## config.mk

```make
export PLATFORM = sky130hd
export DESIGN_NAME = irq_request_capture
export DESIGN_NICKNAME = d
export VERILOG_FILES = /design/src/rtl/pic_pkg.sv /design/src/rtl/irq_request_capture_channel.sv /design/src/rtl/irq_request_capture.sv
export SDC_FILE = /design/constraint.sdc
export NUM_CORES = 1
export LEC_CHECK = 0
export BUFFER_PORTS_ARGS = -buffer_cell sky130_fd_sc_hd__buf_2
export CORE_ASPECT_RATIO = 0.9
export CORE_MARGIN = 2
export CORE_UTILIZATION = 52
export CTS_CLUSTER_DIAMETER = 60
export DETAILED_ROUTE_END_ITERATION = 8
export GPL_TIMING_DRIVEN = 0
export PLACE_DENSITY = 0.77
export SLEW_MARGIN = 20
export SYNTH_ARGS = -nofsm -noshare
export SYNTH_HDL_FRONTEND = slang
export SYNTH_SLANG_ARGS = --single-unit
```

## constraint.sdc

```tcl
create_clock -name clk -period 2 [get_ports clk]
set_input_delay 0.2 -clock clk [delete_from_list [all_inputs] [get_ports clk]]
set_output_delay 0.2 -clock clk [all_outputs]
set_load 0.02 [all_outputs]
```

## src/rtl/pic_pkg.sv

```systemverilog
// Shared PIC definitions: trigger-mode encodings used by request capture and ICW/OCW decode.
package pic_pkg;

  typedef enum logic [1:0] {
    TRIG_LEVEL = 2'b00,
    TRIG_RISE  = 2'b01,
    TRIG_FALL  = 2'b10,
    TRIG_BOTH  = 2'b11
  } trig_mode_e;

endpackage

```

## src/rtl/irq_request_capture_channel.sv

```systemverilog
// One request channel: pin synchroniser, trigger-mode edge detect, pending-edge queue,
// IRR bit and sticky overflow flag.
module irq_channel
  import pic_pkg::*;
#(
  parameter int unsigned SYNC_STAGES = 2,
  parameter int unsigned CNT_W       = 2
) (
  input  logic             clk,
  input  logic             rst,
  input  logic             pin,
  input  logic [1:0]       mode,
  input  logic             armed,
  input  logic             freeze,
  input  logic             clear,
  input  logic             ovf_clear,
  output logic             irr,
  output logic [CNT_W-1:0] cnt,
  output logic             overflow
);

  localparam logic [CNT_W-1:0] CNT_MAX = '1;

  logic [SYNC_STAGES-1:0] sync;
  logic                   s, s_d;
  trig_mode_e             mode_i, mode_q;
  logic                   mode_chg, rise, fall, ev, ovf_set, lvl_val;
  logic [CNT_W-1:0]       cnt_next;
  logic                   irr_next;

  assign s      = sync[SYNC_STAGES-1];
  assign mode_i = trig_mode_e'(mode);

  always_ff @(posedge clk or negedge rst) begin
    if (!rst) begin
      sync   <= '0;
      s_d    <= 1'b0;
      mode_q <= TRIG_LEVEL;
    end else begin
      sync[0] <= pin;
      for (int unsigned k = 1; k < SYNC_STAGES; k++) sync[k] <= sync[k-1];
      s_d    <= s;
      mode_q <= mode_i;
    end
  end

  always_comb begin
    rise     = s & ~s_d;
    fall     = ~s & s_d;
    mode_chg = (mode_i != mode_q);
    ev       = 1'b0;
    if (armed && !mode_chg) begin
      case (mode_i)
        TRIG_RISE: ev = rise;
        TRIG_FALL: ev = fall;
        TRIG_BOTH: ev = rise | fall;
        default:   ev = 1'b0;
      endcase
    end

    cnt_next = cnt;
    ovf_set  = 1'b0;
    if (mode_chg || mode_i == TRIG_LEVEL) begin
      cnt_next = '0;
    end else if (ev && !clear) begin
      if (cnt == CNT_MAX) ovf_set = 1'b1;
      else                cnt_next = cnt + CNT_W'(1);
    end else if (clear && !ev && cnt != '0) begin
      cnt_next = cnt - CNT_W'(1);
    end

    // Level-mode ack beats freeze; a mode change only drops irr when not frozen.
    lvl_val  = (mode_i == TRIG_LEVEL) ? s : (cnt_next != '0);
    irr_next = irr;
    if (mode_i == TRIG_LEVEL && clear) irr_next = 1'b0;
    else if (!freeze)                  irr_next = (armed && !mode_chg) ? lvl_val : 1'b0;
  end

  always_ff @(posedge clk or negedge rst) begin
    if (!rst) begin
      cnt      <= '0;
      irr      <= 1'b0;
      overflow <= 1'b0;
    end else begin
      cnt      <= cnt_next;
      irr      <= irr_next;
      overflow <= ovf_set | (overflow & ~ovf_clear);
    end
  end

endmodule

```

## src/rtl/irq_request_capture.sv

```systemverilog
// PIC interrupt-request capture: per-channel capture instances plus the post-reset warm-up
// that suppresses spurious edges while the synchronisers fill.
module irq_request_capture
  import pic_pkg::*;
#(
  parameter int unsigned NUM_IRQ     = 8,
  parameter int unsigned SYNC_STAGES = 2,
  parameter int unsigned CNT_W       = 2
) (
  input  logic                     clk,
  input  logic                     rst,
  input  logic [NUM_IRQ-1:0]       irq_pin,
  input  logic [2*NUM_IRQ-1:0]     trig_mode,
  input  logic                     freeze,
  input  logic [NUM_IRQ-1:0]       clear_irr,
  input  logic [NUM_IRQ-1:0]       ovf_clear,
  output logic [NUM_IRQ-1:0]       irr,
  output logic [CNT_W*NUM_IRQ-1:0] pend_cnt,
  output logic [NUM_IRQ-1:0]       overflow
);

  localparam int unsigned WU_W = $clog2(SYNC_STAGES + 1) + 1;

  logic [WU_W-1:0] wu_cnt;
  logic            armed;

  // armed rises on the (SYNC_STAGES+1)th clock after release
  always_ff @(posedge clk or negedge rst) begin
    if (!rst) begin
      wu_cnt <= '0;
      armed  <= 1'b0;
    end else if (!armed) begin
      if (wu_cnt == WU_W'(SYNC_STAGES)) armed  <= 1'b1;
      else                              wu_cnt <= wu_cnt + WU_W'(1);
    end
  end

  for (genvar i = 0; i < NUM_IRQ; i++) begin : g_ch
    irq_channel #(
      .SYNC_STAGES(SYNC_STAGES),
      .CNT_W      (CNT_W)
    ) u_ch (
      .clk      (clk),
      .rst      (rst),
      .pin      (irq_pin[i]),
      .mode     (trig_mode[2*i +: 2]),
      .armed    (armed),
      .freeze   (freeze),
      .clear    (clear_irr[i]),
      .ovf_clear(ovf_clear[i]),
      .irr      (irr[i]),
      .cnt      (pend_cnt[CNT_W*i +: CNT_W]),
      .overflow (overflow[i])
    );
  end

endmodule

```

==> run_results.csv, run 1 <==
group,metric,value,unit
run_status,status,"complete, but fails checks",
run_status,failed_checks,"setup timing",
detailed_routing,wl_per_cell,13.9,um
die,dieWidth,104,um
place,placed_area,5180,um2
place,routabilityCongestion,0.878,
power,vdd_drop_max,0.550,mV
layout,final_core_util,0.694,
logic_synthesis,synth_area_leaders,"dfrtp_1 41%, ha_1 11%, inv_1 4.5%",
power,p_total,3320,uW
detailed_routing,antenna_left,0,
sta,fin_crit,2090,ps
clock_network,clockBufferDepth,2,
clock_network,cts.clk_slew.worst_paths,80,ps
logic_synthesis,synth_commonest_cells,"76 x dfrtp_1, 56 x inv_1, 42 x ha_1",
critical_path,crit_arrival,2320,ps
sta,fin_ws,-87.8,ps
power,power_switching_share,0.269,
power,seqPwrFrac,0.491,
layout,drive_above_1_share,0.295,
logic_synthesis,yosysMostFrequentCell,"dfrtp_1",
place,port_buffers,70,
clock_network,cts-root-buf,"clkbuf_8",
global_routing,grt_pass1_vias,3772,
global_routing,antenna_found_initial,0,
logic_synthesis,syn-num-nets,564,
logic_synthesis,synth_top_cell_by_area,"dfrtp_1",
logic_synthesis,syn_inst,479,
layout,area_growth,28.8,%
detailed_routing,route.detailed.drc,0,
sta,tightest_slew,571,ps
hold_path,worstHoldPathType,"primary input to register",
sta,timing.fmax,479,MHz
logic_synthesis,yosysUniqueCellTypes,53,
power,p_int,2430,uW
logic_synthesis,yosys_warnings,0,
critical_path,start_kind,"register",
detailed_routing,drt_iter0_drc,180,
logic_synthesis,syn_area,4660,um2
critical_path,path_cells,"ha_1 > nor2b_1 > o211ai_1 > a21o_1 > mux2i_1 > o311ai_2 > o41a_1",
sta,setup_viol,5,
sta,hold_viol_final,0,
die,pin_count,75,
layout,diodes,0,
clock_network,clock_latency,350,ps
die,core,8650,um2
power,clkPwrFrac,0.356,
critical_path,worstPathMaxFanout,3,
critical_path,crit_required,2240,ps
clock_network,cts_tree,"built",
place,place_inst,669,
detailed_routing,wirelength,10200,um
run,drv_cap,0,
critical_path,critical-path-max-stage-delay,390,ps
die,initial_core_util,0.539,
place,dp_hpwl,6910,um
layout,final_cell_area,6000,um2
global_routing,grt_usage,0.211,
detailed_routing,firstDrtPassIters,4,
logic_synthesis,avgSynthCellArea,9.74,um2
critical_path,end_kind,"register",
logic_synthesis,yosysTopAreaCellShare,0.408,
critical_path,cp_slowest_cell,"dfrtp_1",
die,dieArea,9740,um2
power,switchingPower,895,uW
clock_network,numClockSinks,76,
global_routing,grt_max_degree,41,
critical_path,path_class,"register to register",
power,p_per_area,553,nW/um2
layout,nets,693,
power,leakage,0.00280,uW
layout,instances_no_fill,732,
detailed_routing,num_vias,3973,
logic_synthesis,ys.flop_type,"dfrtp_1",
sta,slew_headroom,0.619,
sta,rsz0062_at_grt,"yes",
clock_network,htreeDepth,3,
logic_synthesis,yosysSeqAreaShare,0.408,
logic_synthesis,ys_seq_elements,76,
logic_synthesis,synthArstFlopShare,1.00,
sta,fin_skew,12.3,ps
die,rows,32,
die,die_h,93.8,um
global_routing,grt_pass1_wl,16700,um
sta,finalCritPeriodShare,1.04,
logic_synthesis,synth-edff-count,0,
sta,final_max_slew_viol_count,0,
detailed_routing,vias_per_cell,5.43,
clock_network,cts_made_buffers,9,
power,combPwrFrac,0.153,
global_routing,grt_overflow,0,
[path summary, 6_finish.rpt]
path | startpoint | to | slack [ps] | depth (start not counted)
max | g_ch[7].u_ch.sync[1] | g_ch[7].u_ch.irr | -90 | 7
min | ovf_clear[4] | g_ch[4].u_ch.overflow | 20 | 2
max reg2reg | g_ch[7].u_ch.sync[1] | g_ch[7].u_ch.irr | -90 | 7
min reg2reg | g_ch[5].u_ch.sync[0] | g_ch[5].u_ch.sync[1] | 350 | 0
max in group asynchronous | rst | g_ch[1].u_ch.s_d | 1070 | 3
min in group asynchronous | rst | g_ch[3].u_ch.overflow | 340 | 2
[per-layer routing]
| metal | part of all wire | global-route usage | routed length (um) |
|---|---|---|---|
| met4 | 0.0095 | 0.0642 | 97 |
| met2 | 0.52 | 0.383 | 5260 |
| met3 | 0.040 | 0.0423 | 404 |
| met1 | 0.43 | 0.257 | 4400 |
| met5 | 0 | 0 | 0 |
[critical path: cells and delay by family, from the launching register on]
| family | cells | cell delay [ps] |
|---|---|---|
| AND/OR/NAND/NOR | 1 | 40 |
| multiplexers | 1 | 260 |
| adder cells (fa/ha/maj) | 1 | 280 |
| AO/OA/AOI/OAI | 4 | 1010 |
| flip-flops | 1 | 390 |
[cell families (layout without fill, tap and decap cells)]
family	after synthesis	after routing	share of synthesized area
simple gates	137	137	0.164
compound gates	119	119	0.194
buf+inv	87	221	0.0848
flops	76	76	0.408
fa+ha+maj	42	42	0.113
xor+xnor	13	13	0.0260
mux	5	5	0.0107
[power groups by stage]
stage	Sequential [uW]	Clock, uW	Combinational, uW
floorplan	1660	0	258
global placement	1660	0	394
detailed placement	1660	0	414
CTS	1630	1210	478
global route	1640	1290	564
finish	1630	1180	509
[cells in the final DEF (no fill, tap or decap), drive strengths merged, types with 4 or more instances in the layout]
cell         count
buf            126
dfrtp           76
inv             56
ha              42
nand2           30
a21oi           22
nor2            19
dlygate4sd3     17
clkbuf          16
nand3           14
nor2b           13
xnor2           13
nor3b           13
nand2b          12
o211ai          11
o21ai           10
nand3b           9
nor3             9
a31oi            9
o41a             7
a211oi           7
a21o             6
o31ai            6
a22oi            6
mux2i            5
and3             5
nand4b           4
o32ai            4
[flip-flops by register name, indices dropped and copies added (netlist names)]
register,count
armed,1
g_ch.u_ch.cnt,16
g_ch.u_ch.irr,8
g_ch.u_ch.mode_q,16
g_ch.u_ch.overflow,8
g_ch.u_ch.s_d,8
g_ch.u_ch.sync,16
wu_cnt,3
[final cells by class]
| cell class | count | area (um2) |
|---|---|---|
| clock inverters | 6 | 63.8 |
| clock buffers | 10 | 138 |
| fillers | 687 | 2640 |
| inverters | 56 | 210 |
| well taps | 119 | 149 |
| repair buffers | 119 | 779 |
| plain buffers | 30 | 186 |
| multi-input cells | 316 | 2580 |
| flip-flops and latches | 76 | 1900 |
[stage by stage]
step | hold slack, ps | setup slack [ps] | setup TNS (ps)
floorplan | -95.6 | 55.3 | 0
global placement | 308 | -114 | -390
detailed placement | 198 | -236 | -787
CTS | 5.69 | -99.0 | -180
global route | 8.44 | -216 | -1020
finish | 18.1 | -87.8 | -261
[repair_timing]
item,in CTS,in global routing
pin swaps,29,21
hold buffers,16,1
hold endpoints to repair,51,1
setup endpoints to repair,8,12
buffers inserted,24,7
gates resized for setup,21,20
(Power assumes the default switching activity.)
==> run 2: changes to the inputs <==
- SYNTH_HIERARCHICAL: unset -> 1
==> run 2 against run 1 <==
Effect of this change:
- the run now ends clean
- area after synthesis is 6.4% higher
- first-iteration DRC count is 4.4% lower
- setup slack better by 220 ps
- via count is 4.9% lower
- routed wire length is 7.7% lower
- final area is 2.6% lower
- fmax is 12% higher
- highest routed layer unchanged
==> run_results.csv, run 2 <==
group,metric,value,unit
run_status,status,"complete, no violations",
detailed_routing,wl_per_cell,13.3,um
global_routing,grt_max_degree,47,
logic_synthesis,yosysUniqueCellTypes,32,
run,drv_cap,0,
die,dieWidth,107,um
sta,slew_headroom,0.608,
power,combPwrFrac,0.164,
detailed_routing,route.detailed.drc,0,
clock_network,cts_made_buffers,9,
critical_path,path_class,"register to register",
place,place_inst,678,
power,power_switching_share,0.262,
sta,fin_setup_tns,0,ps
die,pin_count,75,
layout,top_regs,"g_ch.u_ch/cnt (16), g_ch.u_ch/mode_q (16), g_ch.u_ch/sync (16)",
detailed_routing,num_vias,3780,
layout,area_growth,17.9,%
detailed_routing,vias_per_cell,5.36,
power,leakage,0.00264,uW
critical_path,crit_family,"compound AO/OA/AOI/OAI gates",
global_routing,antenna_found_initial,0,
clock_network,clockBufferDepth,2,
power,switchingPower,931,uW
place,port_buffers,66,
sta,tightest_slew,582,ps
power,seqPwrFrac,0.460,
detailed_routing,wirelength,9380,um
power,p_per_area,607,nW/um2
sta,fin_ws,129,ps
clock_network,numClockSinks,76,
logic_synthesis,yosysMostFrequentCell,"dfrtp_1",
layout,drive_above_1_share,0.273,
critical_path,critical-path-max-stage-delay,380,ps
hold_path,worstHoldPathType,"primary input to register",
logic_synthesis,avgSynthCellArea,10.1,um2
logic_synthesis,synth_top_cell_by_area,"dfrtp_1",
global_routing,grt_pass1_vias,3682,
layout,final_cell_mix,"75 x dfrtp_1, 65 x buf_2, 44 x inv_1",
sta,finalCritPeriodShare,0.936,
detailed_routing,firstDrtPassIters,4,
power,clkPwrFrac,0.376,
logic_synthesis,ys_seq_elements,76,
logic_synthesis,yosysSeqAreaShare,0.383,
global_routing,grt_usage,0.191,
global_routing,grt_overflow,0,
die,rows,33,
clock_network,htreeDepth,3,
layout,nFillCells,747,
logic_synthesis,synthArstFlopShare,1.00,
logic_synthesis,yosysTopAreaCellShare,0.383,
critical_path,path_buf_inv,1,
logic_synthesis,syn_area,4960,um2
layout,diodes,0,
clock_network,cts-root-buf,"clkbuf_8",
place,dp_hpwl,6790,um
detailed_routing,drt_iter0_drc,172,
logic_synthesis,synth_area_leaders,"dfrtp_1 38%, ha_1 11%, xnor2_1 4.4%",
clock_network,clock_latency,340,ps
critical_path,end_kind,"register",
sta,final_max_slew_viol_count,0,
place,dp_slack,82.3,ps
logic_synthesis,syn-num-nets,574,
layout,final_common_cell,"dfrtp_1",
logic_synthesis,syn_inst,489,
die,core,9210,um2
logic_synthesis,synth-edff-count,0,
layout,instances_no_fill,705,
clock_network,cts.clk_slew.worst_paths,80,ps
critical_path,crit_required,2220,ps
logic_synthesis,synth_commonest_cells,"76 x dfrtp_1, 44 x inv_1, 42 x ha_1",
sta,hold-worst-slack,26.7,ps
detailed_routing,antenna_left,0,
die,initial_core_util,0.539,
power,p_total,3550,uW
die,dieArea,10300,um2
critical_path,worstPathMaxFanout,9,
critical_path,path_cells,"inv_1 > ha_1 > nor2b_2 > o21ai_2 > a21oi_4 > xnor2_1 > a2bb2oi_1 > o211ai_2",
critical_path,cp_slowest_cell,"dfrtp_1",
global_routing,grt_pass1_wl,16300,um
sta,setup_viol,0,
critical_path,start_kind,"register",
clock_network,cts_tree,"built",
die,die_h,96.7,um
sta,fin_skew,14.3,ps
power,vdd_drop_max,0.396,mV
sta,fin_crit,1870,ps
sta,timing.fmax,534,MHz
power,p_int,2620,uW
place,routabilityCongestion,0.848,
logic_synthesis,ys.flop_type,"dfrtp_1",
sta,hold_viol_final,0,
logic_synthesis,yosys_warnings,6,
layout,nets,663,
critical_path,crit_arrival,2100,ps
==> run 2: changes by cell type in the layout (fill, tap and decap cells not counted), sizes merged, moves of 10 or more <==
cell,previous run,this run
buf,126,77
inv,56,46
nand3,14,24
nand3b,9,24
nor2,19,33
nor2b,13,32
o21ai,10,24
xnor2,13,25
==> run 2: repair_timing <==
item / in CTS / in global routing
setup endpoints to repair: 0 / 10
setup buffers: 0 / 2
hold buffers: 9 / 0
hold endpoints to repair: 38 / 0
resized for setup: 0 / 7
==> run 2: cell type report <==
type                    instances  area [um2]  share of cell area
well taps                     122         153              0.0261
flip-flops and latches         76        1900               0.325
inverters                      45         169              0.0289
clock buffers                  11         151              0.0259
clock inverters                 5        81.3              0.0139
repair buffers                 78         465              0.0796
multi-input cells             360        2840               0.485
plain buffers                   8        90.1              0.0154
==> run 2: stage by stage <==
step           instance area [um2]  utilization
3_3_place_gp                  5440        0.591
3_5_place_dp                  5470        0.595
6_report                      5850        0.635
4_1_cts                       5800        0.630
2_1_floorplan                 4960            -
5_1_grt                       5850        0.635
==> run 2: metal layers <==
metal	routed length [um]	part of all wire	track usage	vias up
li1	-	-	-	1903
met5	0	0	0	-
met3	367	0.039	0.0404	9
met1	4330	0.46	0.240	1802
met2	4570	0.49	0.330	66
met4	104	0.011	0.0559	0
==> run 2: path summary, 6_finish.rpt <==
path	from	endpoint	slack [ps]	cells past startpoint
max	g_ch[4].u_ch/sync[1]	g_ch[4].u_ch/irr	130	8
max in group asynchronous	rst	armed	1080	3
min in group asynchronous	rst	g_ch[5].u_ch/cnt[1]	340	2
min	ovf_clear[2]	g_ch[2].u_ch/overflow	30	2
min reg2reg	g_ch[4].u_ch/sync[0]	g_ch[4].u_ch/sync[1]	350	0
max reg2reg	g_ch[4].u_ch/sync[1]	g_ch[4].u_ch/irr	130	8
==> run 2: power by group through the flow <==
stage / combinational [uW] / clock [uW] / sequential (uW)
global route: 651 / 1450 / 1640
global placement: 531 / 0 / 1660
finish: 582 / 1340 / 1630
floorplan: 367 / 0 / 1670
CTS: 574 / 1390 / 1630
detailed placement: 557 / 0 / 1660
==> run 2: cell families (layout without fill, tap and decap cells) <==
logic type	Yosys count	after routing	share of synthesized area
xor gates and xnor gates	25	25	0.0441
AOI/OAI and AO/OA	107	107	0.198
DFF	76	76	0.383
and+or+nand+nor	185	185	0.215
muxes	1	1	0.00202
buffers and inverters	53	147	0.0522
adders and majority gates	42	42	0.106
==> run 3: changes to the inputs <==
- REMOVE_ABC_BUFFERS: unset -> 1
==> run 3 against run 2 <==
Effect of this change:
- hold slack gained 5.8 ps
- routed wire length is 1.9% higher
- utilization down 1.6 points
- setup slack lost 11 ps
- via count grew 1.5%
- power shrank 10%
- register-to-register slack is essentially flat
- non-clock buffer count down 1
- cell count decreased by 0.43%
- critical path depth stayed put
- sequential share of layout area increased by 0.83 points
==> run_results.csv, run 3 (synthesized netlist as in run 2, its figures left out) <==
group,metric,value,unit
global_routing,grt_pass1_vias,3706,
detailed_routing,num_vias,3835,
sta,fin_setup_tns,0,ps
run_status,status,"complete, no violations",
critical_path,worstPathMaxFanout,9,
die,dieArea,10300,um2
layout,final_common_cell,"dfrtp_1",
sta,slew_headroom,0.648,
power,p_per_area,558,nW/um2
die,core,9210,um2
run,drv_cap,0,
layout,nFillCells,791,
sta,final_max_slew_viol_count,0,
place,routabilityCongestion,0.844,
clock_network,numClockSinks,76,
sta,rsz0062_at_grt,"no",
place,dp_hpwl,7050,um
global_routing,grt_max_degree,44,
layout,final_core_util,0.620,
layout,nets,662,
critical_path,cp_slowest_cell,"dfrtp_1",
global_routing,antenna_found_initial,0,
layout,seq_area,1900,um2
sta,finalCritPeriodShare,0.941,
critical_path,path_buf_inv,1,
detailed_routing,wl_per_cell,13.6,um
global_routing,grt_pass1_wl,16300,um
clock_network,clock_latency,340,ps
hold_path,worstHoldPathType,"primary input to register",
sta,hold_viol_final,0,
critical_path,crit_required,2210,ps
critical_path,crit_arrival,2090,ps
detailed_routing,wirelength,9550,um
clock_network,cts-root-buf,"clkbuf_8",
detailed_routing,route.detailed.drc,0,
critical_path,critical-path-max-stage-delay,370,ps
die,die_h,96.7,um
detailed_routing,drt_iter0_drc,132,
power,leakage,0.00259,uW
place,port_buffers,74,
critical_path,path_class,"register to register",
layout,area_growth,15.0,%
die,pin_count,75,
layout,diodes,0,
clock_network,clockBufferDepth,2,
die,rows,33,
layout,multi_input_area,2830,um2
die,dieWidth,107,um
detailed_routing,vias_per_cell,5.46,
global_routing,grt_usage,0.190,
critical_path,path_cells,"inv_1 > ha_1 > nor2b_2 > o21ai_2 > a21oi_4 > xnor2_1 > a2bb2oi_1 > o211ai_2",
sta,tightest_slew,522,ps
global_routing,grt_overflow,0,
sta,timing.fmax,531,MHz
power,vdd_drop_max,0.365,mV
sta,setup_viol,0,
critical_path,crit_family,"compound AO/OA/AOI/OAI gates",
critical_path,end_kind,"register",
detailed_routing,antenna_left,0,
sta,fin_skew,7.69,ps
layout,drive_above_1_share,0.264,
critical_path,start_kind,"register",
detailed_routing,firstDrtPassIters,4,
clock_network,cts_tree,"built",
clock_network,htreeDepth,3,
die,initial_core_util,0.539,
clock_network,cts_made_buffers,9,
layout,top_regs,"g_ch.u_ch/cnt (16), g_ch.u_ch/mode_q (16), g_ch.u_ch/sync (16)",
clock_network,cts.clk_slew.worst_paths,70,ps
sta,fin_crit,1880,ps
layout,final_cell_mix,"75 x dfrtp_1, 73 x buf_2, 44 x inv_1",
[run 3: path summary, 6_finish.rpt]
path,slack [ps],end,cells after the start,start
setup / recovery,120,g_ch[0].u_ch/irr,8,g_ch[0].u_ch/sync[1]
hold / removal,30,g_ch[6].u_ch/overflow,2,ovf_clear[6]
setup reg to reg,120,g_ch[0].u_ch/irr,8,g_ch[0].u_ch/sync[1]
hold reg to reg,350,g_ch[0].u_ch/sync[1],0,g_ch[0].u_ch/sync[0]
max in group asynchronous,1060,armed,3,rst
min in group asynchronous,360,g_ch[7].u_ch/s_d,2,rst
[run 3: power breakdown]
part	switching [uW]	internal (uW)
combinational	325	246
sequential	45.4	1590
clock	514	465
[run 3: final cells by class]
type	count	share of cell area
Multi-Input combinational cell	360	0.495
Sequential cell	76	0.334
Timing Repair Buffer	85	0.0873
Inverter	45	0.0296
Tap cell	122	0.0268
Clock buffer	11	0.0248
Clock inverter	3	0.00263
[run 3: what timing repair did]
| action | 4_1_cts | 5_1_grt |
|---|---|---|
| endpoints found under the hold margin | 41 | 0 |
| resized for setup | 0 | 5 |
| hold buffers | 9 | 0 |
| buffers inserted | 0 | 1 |
| endpoints found under the setup margin | 0 | 5 |
[run 3: stage by stage]
stage	power, uW	area, um2	worst slack [ps]	hold slack [ps]	instances
floorplan	2010	4870	320	-95.6	481
global placement	2180	5390	151	308	677
detailed placement	2220	5420	85.1	191	678
CTS	3230	5670	88.6	17.0	701
global route	3360	5700	3.15	13.9	702
finish	3180	5700	117	32.5	702
[run 3: layer usage]
| layer | part of all wire | global-route usage | wire length, um | vias to the layer above |
|---|---|---|---|---|
| met5 | 0 | 0 | 0 | - |
| met4 | 0.0070 | 0.0400 | 67 | 0 |
| met3 | 0.043 | 0.0492 | 409 | 7 |
| met2 | 0.49 | 0.326 | 4700 | 70 |
| met1 | 0.46 | 0.240 | 4380 | 1877 |
| li1 | - | - | - | 1881 |
